==> src/rtl/hilo_muldiv_ctrl.sv <==
// hilo_muldiv_ctrl: multi-cycle MULT/MULTU/DIV/DIVU sequencer for the EX stage.
// Latches operand magnitudes and signs on acceptance, runs a shift-add multiply or a
// restoring divide for ITER cycles, then writes the 64-bit result once via HI/LO.
//
// Ports:
//   clk, rst          clock (posedge), asynchronous active-high reset
//   start             EX holds a mul/div instruction this cycle
//   op                00 MULT, 01 MULTU, 10 DIV, 11 DIVU
//   src_a, src_b      rs (multiplicand/dividend), rt (multiplier/divisor)
//   flush             cancel the in-flight operation, suppress any write
//   stallreq          hold IF..EX while accepting or iterating
//   busy              sequencer not idle
//   done              1-cycle result pulse
//   hi_we, lo_we      HI/LO write enables (equal to done)
//   hi_o, lo_o        result, zero outside the write cycle
//   hilo_fwd_bus      {hi_we, lo_we, hi_o, lo_o}
module hilo_muldiv_ctrl #(
  parameter int unsigned STEPS_PER_CYCLE = 1
) (
  input  logic        clk,
  input  logic        rst,
  input  logic        start,
  input  logic [1:0]  op,
  input  logic [31:0] src_a,
  input  logic [31:0] src_b,
  input  logic        flush,
  output logic        stallreq,
  output logic        busy,
  output logic        done,
  output logic        hi_we,
  output logic        lo_we,
  output logic [31:0] hi_o,
  output logic [31:0] lo_o,
  output logic [65:0] hilo_fwd_bus
);

  localparam int unsigned ITER = 32 / STEPS_PER_CYCLE;
  localparam int unsigned CntW = $clog2(ITER);

  typedef enum logic [1:0] {StIdle, StBusy, StDone} state_e;

  state_e          state_q;
  logic [CntW-1:0] cnt_q;
  logic            div_q;     // 1: divide, 0: multiply
  logic            sa_q;      // dividend/multiplicand negative (signed ops only)
  logic            sb_q;
  logic            bz_q;      // divisor was zero
  logic [31:0]     a_q;       // raw src_a, returned as remainder on divide-by-zero
  logic [31:0]     b_mag_q;
  // Multiply: {carry, hi, lo}, multiplier consumed from bit 0.
  // Divide: {33-bit partial remainder, dividend/quotient shifting left}.
  logic [64:0]     acc_q;

  logic        sa_in, sb_in;
  logic [31:0] a_mag, b_mag;

  assign sa_in = ~op[0] & src_a[31];
  assign sb_in = ~op[0] & src_b[31];
  assign a_mag = sa_in ? -src_a : src_a;
  assign b_mag = sb_in ? -src_b : src_b;

  logic [64:0] acc_n;
  logic [32:0] shifted;
  logic [33:0] trial;
  logic [32:0] sum;
  logic [63:0] fix;

  always_comb begin
    acc_n   = acc_q;
    shifted = '0;
    trial   = '0;
    sum     = '0;
    for (int i = 0; i < STEPS_PER_CYCLE; i++) begin
      if (div_q) begin
        shifted = {acc_n[63:32], acc_n[31]};
        trial   = {1'b0, shifted} - {2'b00, b_mag_q};
        // Restore when the trial subtraction went negative.
        acc_n   = {(trial[33] ? shifted : trial[32:0]), acc_n[30:0], ~trial[33]};
      end else begin
        sum   = acc_n[64:32] + (acc_n[0] ? {1'b0, b_mag_q} : 33'd0);
        acc_n = {1'b0, sum, acc_n[31:1]};
      end
    end
  end

  // Sign correction applied to the final iteration's value.
  always_comb begin
    fix = acc_n[63:0];
    if (div_q) begin
      if (bz_q) begin
        fix = {a_q, 32'hFFFF_FFFF};
      end else begin
        fix[31:0]  = (sa_q ^ sb_q) ? -acc_n[31:0] : acc_n[31:0];
        fix[63:32] = sa_q ? -acc_n[63:32] : acc_n[63:32];
      end
    end else if (sa_q ^ sb_q) begin
      fix = -acc_n[63:0];
    end
  end

  always_ff @(posedge clk or posedge rst) begin
    if (rst) begin
      state_q <= StIdle;
      cnt_q   <= '0;
      div_q   <= 1'b0;
      sa_q    <= 1'b0;
      sb_q    <= 1'b0;
      bz_q    <= 1'b0;
      a_q     <= '0;
      b_mag_q <= '0;
      acc_q   <= '0;
    end else begin
      unique case (state_q)
        StIdle: begin
          if (start && !flush) begin
            state_q <= StBusy;
            cnt_q   <= '0;
            div_q   <= op[1];
            sa_q    <= sa_in;
            sb_q    <= sb_in;
            bz_q    <= (src_b == 32'd0);
            a_q     <= src_a;
            b_mag_q <= b_mag;
            // Both datapaths start from |a| in the low half (multiply commutes).
            acc_q   <= {33'd0, a_mag};
          end
        end
        StBusy: begin
          if (flush) begin
            state_q <= StIdle;
          end else begin
            cnt_q <= cnt_q + CntW'(1);
            if (cnt_q == CntW'(ITER - 1)) begin
              state_q <= StDone;
              acc_q   <= {1'b0, fix};
            end else begin
              acc_q <= acc_n;
            end
          end
        end
        StDone:  state_q <= StIdle;
        default: state_q <= StIdle;
      endcase
    end
  end

  logic wr;
  assign wr           = (state_q == StDone) && !flush;
  assign stallreq     = ((state_q == StIdle) && start && !flush) || (state_q == StBusy);
  assign busy         = (state_q != StIdle);
  assign done         = wr;
  assign hi_we        = wr;
  assign lo_we        = wr;
  assign hi_o         = wr ? acc_q[63:32] : 32'd0;
  assign lo_o         = wr ? acc_q[31:0] : 32'd0;
  assign hilo_fwd_bus = {hi_we, lo_we, hi_o, lo_o};

endmodule
==> config.mk <==
export PLATFORM = sky130hd
export DESIGN_NAME = hilo_muldiv_ctrl
export DESIGN_NICKNAME = d
export VERILOG_FILES = /design/src/rtl/hilo_muldiv_ctrl.sv
export SDC_FILE = /design/constraint.sdc
export NUM_CORES = 1
export LEC_CHECK = 0
export ABC_AREA = 0
export ABC_CLOCK_PERIOD_IN_PS = 6600
export BUFFER_PORTS_ARGS = -buffer_cell sky130_fd_sc_hd__clkbuf_2
export CAP_MARGIN = 5
export CORE_UTILIZATION = 60
export DETAILED_ROUTE_END_ITERATION = 8
export HOLD_SLACK_MARGIN = 0.1
export PLACE_DENSITY_LB_ADDON = 0.2
export REMOVE_ABC_BUFFERS = 1
export SLEW_MARGIN = 15
export SYNTH_ARGS = -nofsm -noshare
export SYNTH_HDL_FRONTEND = slang
export SYNTH_SLANG_ARGS = --single-unit
==> constraint.sdc <==
create_clock -name clk -period 6.6 [get_ports clk]
set_input_delay 0.66 -clock clk [delete_from_list [all_inputs] [get_ports clk]]
set_output_delay 0.66 -clock clk [all_outputs]
set_load 0.02 [all_outputs]
# Word-level counts from Yosys, hierarchy flattened
# Index checks and enable logic that the tools add are counted.
[totals] latch_bits=0 ram_bits=0 romBits=0 in_bits=70 n_memories=0 out_inout_bits=135 register_bits=140
[classes] n_bitwise=5 add_sub_neg=8 n_div=0 mux=23 magnitude_cmp=0 n_mul=0 n_eq_ne=6 n_reduce_logical=13 n_shift=0
[op_table] cell="$mux W65" n=4
[op_table] cell="$mux W32" n=7
[op_table] cell="$mux W64" n=3
[op_table] cell="$pmux W65 S2" n=1
[op_table] cell="$neg A32 Y32" n=4
[op_table] cell="$neg A64 Y64" n=1
[op_table] cell="$sub A33 B32 Y34" n=1
[op_table] cell="$add A33 B32 Y33" n=1
[op_table] cell="$mux W33" n=1
[op_table] cell="$logic_not A32 Y1" n=1
[op_table] cell="$mux W5" n=2
[op_table] cell="$pmux W5 S2" n=1
[op_table] cell="$mux W2" n=3
[op_table] cell="$add A5 B1 Y5 const B" n=1
[op_table] cell="$eq A5 B5 Y1 const B" n=1
[op_table] cell="$logic_and A1 B1 Y1" n=4
[op_table] cell="$ne A2 B2 Y1 const B" n=2
[op_table] cell="$pmux W2 S2" n=1
[op_table] cell="$reduce_and A2 Y1" n=2
[op_table] cell="$reduce_bool A2 Y1" n=2
[op_table] cell="$ne A3 B3 Y1 const B" n=1
[op_table] cell="$reduce_and A3 Y1" n=1
[op_table] cell="$and A1 B1 Y1" n=2
[op_table] cell="$eq A2 B1 Y1 const B" n=1
[op_table] cell="6 further kinds" n=7

# Logic depth before layout (Yosys ltp)
[logic_depth] depth_word=10 ltp_mapped=25 mapped_depth_nobuf=22

# Worst setup path after synthesis
# OpenSTA, ideal clock, no wires.
[synth_path] path_kind="register to register" from="register acc_q[57]" to="register acc_q[50]" path_slack_ns=0.617 t_arrival_ns=5.907 period_less_slack_ns=5.983 stages_incl_launch_ff=23 setup_ns=0.076 n_path_buf=1 path_cell_list="dfrtp_1 -> ha_1 -> a211o_1 -> a21oi_1 -> o211a_1 -> o21a_1 -> clkbuf_1 -> a31oi_1 -> inv_1 -> ha_1 -> nor3b_1 -> o221ai_1 -> or2_1 -> or4b_1 -> a2111o_1 -> nor2_1 -> nand2_1 -> or4_1 -> o41ai_1 -> xnor2_1 -> o221ai_1 -> o21a_1 -> o21ai_1"
[synth_between] elab_chain_cells=10 word_cells_on_any_way=13 classes_between="add/sub: 3; mux: 9; bitwise: 1"
[synth_rtl] element="from (decl)" line="52" text="logic [64:0] acc_q;"
[synth_rtl] element="from (signal assigned)" line="125" text="acc_q <= {33'd0, a_mag};"
[synth_rtl] element="from (signal assigned)" line="135" text="acc_q <= {1'b0, fix};"
[synth_rtl] element="from (signal assigned)" line="137" text="acc_q <= acc_n;"
[synth_rtl] element="$sub A33 B32 Y34 *" line="76" text="trial = {1'b0, shifted} - {2'b00, b_mag_q};"
[synth_rtl] element="$mux W33" line="78" text="acc_n = {(trial[33] ? shifted : trial[32:0]), acc_n[30:0], ~trial[33]};"
[synth_rtl] element="$mux W65 *" line="74" text="if (div_q) begin"
[synth_rtl] element="$neg A32 Y32" line="94" text="fix[63:32] = sa_q ? -acc_n[63:32] : acc_n[63:32];"
[synth_rtl] element="$mux W32" line="94"
[synth_rtl] element="$mux W64" line="90" text="if (bz_q) begin"
[synth_rtl] element="$mux W64" line="89" text="if (div_q) begin"
[synth_rtl] element="$mux W65 *" line="133" text="if (cnt_q == CntW'(ITER - 1)) begin"
[synth_rtl] element="$mux W65 *" line="129" text="if (flush) begin"
[synth_rtl] element="$pmux W65 S2 *" line="113" text="unique case (state_q)"
# Mark *: on every way between the ends. The rest lies on a longest branch, timed or not. The select of a mux whose other input is x is not followed.
# A chain may end at the register's enable or synchronous reset.

# Worst setup path in the final report
# Same ends and word-level chain as after synthesis.

==> load_flow_metrics.sql <==
INSERT INTO impl_metrics (metric_group, metric, value, unit) VALUES
('status', 'result_of_the_run', 'finished clean', ''),
('route', 'iter_0_drt_violations', '2068', ''),
('finish', 'finalInstanceArea', '17200', 'um2'),
('route', 'drc', '0', ''),
('route', 'final_antenna_net_count', '0', ''),
('timing', 'final_critical_path_setup_slack', '0.248', 'ns'),
('placed_design', 'place_congestion', '1.07', ''),
('synthesis', 'synth_area_leader_cell', 'dfrtp_1', ''),
('synthesis', 'synth_top_area_share', '22.3', '%'),
('clocking', 'clk_pin_slew', '0.07', 'ns'),
('flow_run', 'drv_cap', '0', ''),
('clocking', 'cts_tree', 'yes', ''),
('finish', 'final_common_cell', 'nand2_1', ''),
('floorplanning', 'placement_rows', '58', ''),
('worst_hold_path', 'hold_path.class', 'input port to async pin', ''),
('grt', 'grt.overflow.total', '0', ''),
('clocking', 'tritoncts_num_sinks', '140', ''),
('worst_setup_path', 'worst-endpoint-arrival', '6.67', 'ns'),
('synthesis', 'netlist_instances', '2135', ''),
('timing', 'clock_skew', '0.0210', 'ns'),
('timing', 'max_slew.worst_pin.slew', '1.19', 'ns'),
('floorplanning', 'start_util', '61.8', '%'),
('clocking', 'worst_skew_pair.late_latency', '0.45', 'ns'),
('grt', 'grt_use_total', '42.2', '%'),
('placed_design', 'placement.setup.worst_slack', '0.310', 'ns'),
('timing', 'rsz0062_at_grt', 'no', ''),
('timing', 'maxSlewViolCount', '0', ''),
('worst_setup_path', 'startpoint_type', 'register', ''),
('route', 'wl_per_cell', '22.1', 'um'),
('worst_setup_path', 'required', '6.91', 'ns'),
('grt', 'first_pass_grt_wire_length', '87500', 'um'),
('floorplanning', 'io_pins', '205', ''),
('worst_setup_path', 'worstPathMaxFanout', '6', ''),
('timing', 'finalSetupViolations', '0', ''),
('synthesis', 'ys_seq_area_share', '22.3', '%'),
('placed_design', 'place_area', '16600', 'um2'),
('finish', 'drive_gt1_share', '14.9', '%'),
('grt', 'initial_antenna_violation_count', '1', ''),
('clocking', 'post_cts_hold_buffer_count', '0', ''),
('finish', 'syn_to_final_growth', '9.04', '%'),
('timing', 'fin_crit_sh', '96.2', '%'),
('worst_setup_path', 'worst_setup_path_class', 'register to register', ''),
('timing', 'final.min_clock_period', '6.35', 'ns'),
('synthesis', 'cell_area_synth', '15700', 'um2'),
('power', 'vdd_ir_drop_max', '0.000216', 'V'),
('worst_setup_path', 'timing.reg2reg.setup_slack', '0.25', 'ns'),
('clocking', 'numCtsBuffers', '17', ''),
('synthesis', 'number_of_synthesized_flops_with_an_enable_pin', '0', ''),
('power', 'report.power.total', '7.41', 'mW'),
('clocking', 'cts.repair.resized', '0', ''),
('route', 'routed_wirelength', '56600', 'um'),
('route', 'via_count', '17000', ''),
('synthesis', 'ys_types', '94', ''),
('synthesis', 'ys_ff_latch', '140', ''),
('grt', 'via_count_of_the_first_global_routing_pass', '15800', ''),
('power', 'power_density', '432', 'nW/um2'),
('synthesis', 'async_flop_share', '100', '%'),
('synthesis', 'yosysWarnings', '0', ''),
('worst_setup_path', 'crit-reg2reg-capture', 'acc_q[50]$_DFFE_PP0P_', ''),
('synthesis', 'synthFlopType', 'dfrtp_1', ''),
('timing', 'slew_headroom', '20.7', '%'),
('clocking', 'clock-root-buffer', 'clkbuf_16', ''),
('floorplanning', 'die-height', '164', 'um'),
('floorplanning', 'die_w', '164', 'um'),
('timing', 'hold_violations', '0', ''),
('finish', 'layout_common_cells', 'nand2_1 (301), clkbuf_2 (204), o21ai_0 (183), a21oi_1 (149), dfrtp_1 (139)', ''),
('placed_design', 'detailedPlacementHpwl', '42000', 'um'),
('clocking', 'postCtsSetupBuffers', '0', ''),
('grt', 'grt_max_degree', '86', ''),
('synthesis', 'synthTopCellsByArea', 'dfrtp_1 (22%), nand2_1 (7.2%), o21ai_0 (5.8%)', ''),
('floorplanning', 'core_region_area', '25500', 'um2');
-- kinds of logic (layout without fill, tap and decap cells) --
logic type               Yosys count  count (layout)  share of synthesized area, %
AND/OR/NAND/NOR                  800             800                          24.9
AO/OA/AOI/OAI                    637             637                          25.9
multiplexers                      41              41                          2.62
buffers and inverters            255             348                          7.93
XOR/XNOR                         190             190                          10.6
flip-flops                       140             140                          22.3
adder cells (fa/ha/maj)           72              72                          5.82
-- worst max-delay path: stages, from the launching register on --
cell       delay, ns
dfrtp_1         0.45
ha_1            0.38
a211o_1         0.31
a21oi_1         0.32
o211a_1         0.27
o21a_1          0.22
a31oi_1         0.16
inv_1           0.14
ha_1            0.19
nor3b_1         0.24
o221ai_1        0.18
or2_1           0.31
or4b_1          0.57
a2111o_1        0.46
nor2_1          0.19
nand2_1         0.17
or4_4           0.61
o41ai_2         0.38
xnor2_1         0.11
o221ai_1        0.25
a2bb2oi_1       0.20
o21ai_1         0.08
-- through the flow --
step | utilization [%] | hold slack, ns | cells
global placement | 65.0 | 0.454 | 2526
floorplan | - | 0.437 | 1945
finish | 67.4 | 0.370 | 2558
global route | 67.4 | 0.439 | 2558
detailed placement | 65.0 | 0.465 | 2526
CTS | 67.2 | 0.394 | 2558
-- worst max-delay path by stage --
stage | slack, ns | start | depth (start not counted) | to
final | 0.25 | acc_q[57]$_DFFE_PP0P_ | 21 | acc_q[50]$_DFFE_PP0P_
after detailed placement | 0.31 | b_mag_q[1]$_DFFE_PP0P_ | 22 | acc_q[50]$_DFFE_PP0P_
after CTS | 0.24 | b_mag_q[1]$_DFFE_PP0P_ | 22 | acc_q[50]$_DFFE_PP0P_
after global placement | 0.40 | b_mag_q[1]$_DFFE_PP0P_ | 22 | acc_q[50]$_DFFE_PP0P_
after floorplan | -1.65 | div_q$_DFFE_PP0P_ | 13 | acc_q[60]$_DFFE_PP0P_
after global routing | 0.01 | acc_q[57]$_DFFE_PP0P_ | 21 | acc_q[50]$_DFFE_PP0P_
-- area by class of cell --
cell class / instances / area (um2)
clock buffer: 19 / 433
multi-input combinational: 1740 / 11100
fill: 2289 / 8310
tap: 330 / 413
sequential: 140 / 3510
clock inverter: 13 / 131
timing repair buffer: 251 / 1370
inverter: 65 / 249
-- Yosys cell counts (28+ instances only) --
cell	instances
mux2i_1	40
a21oi_1	150
o21a_1	28
clkbuf_1	95
xor2_1	90
o22ai_1	31
o21ai_0	183
ha_1	70
inv_1	63
nor2_1	134
xnor2_1	100
and2_1	111
nand2_1	301
buf_4	69
dfrtp_1	140
nor3_1	57
nand3_1	32
-- metal layers --
layer	GRT usage (%)	share of wire, %	vias up
li1	-	-	7719
met1	55.3	40	8072
met2	67.6	45	1024
met3	7.42	9.6	221
met4	19.6	4.8	0
met5	0	0	-
-- registers in the layout (all words and copies together), names as in the netlist --
signal / count
bz_q: 1
b_mag_q: 32
a_q: 32
cnt_q: 5
state_q: 2
sb_q: 1
acc_q: 65
sa_q: 1
div_q: 1
-- report_power, final --
group | internal, mW | switching [mW] | total [mW]
sequential | 1.09 | 0.363 | 1.45
clock | 0.529 | 0.455 | 0.984
combinational | 1.84 | 3.13 | 4.97
total | 3.46 | 3.94 | 7.41
Power figures use the tool's default switching activity.
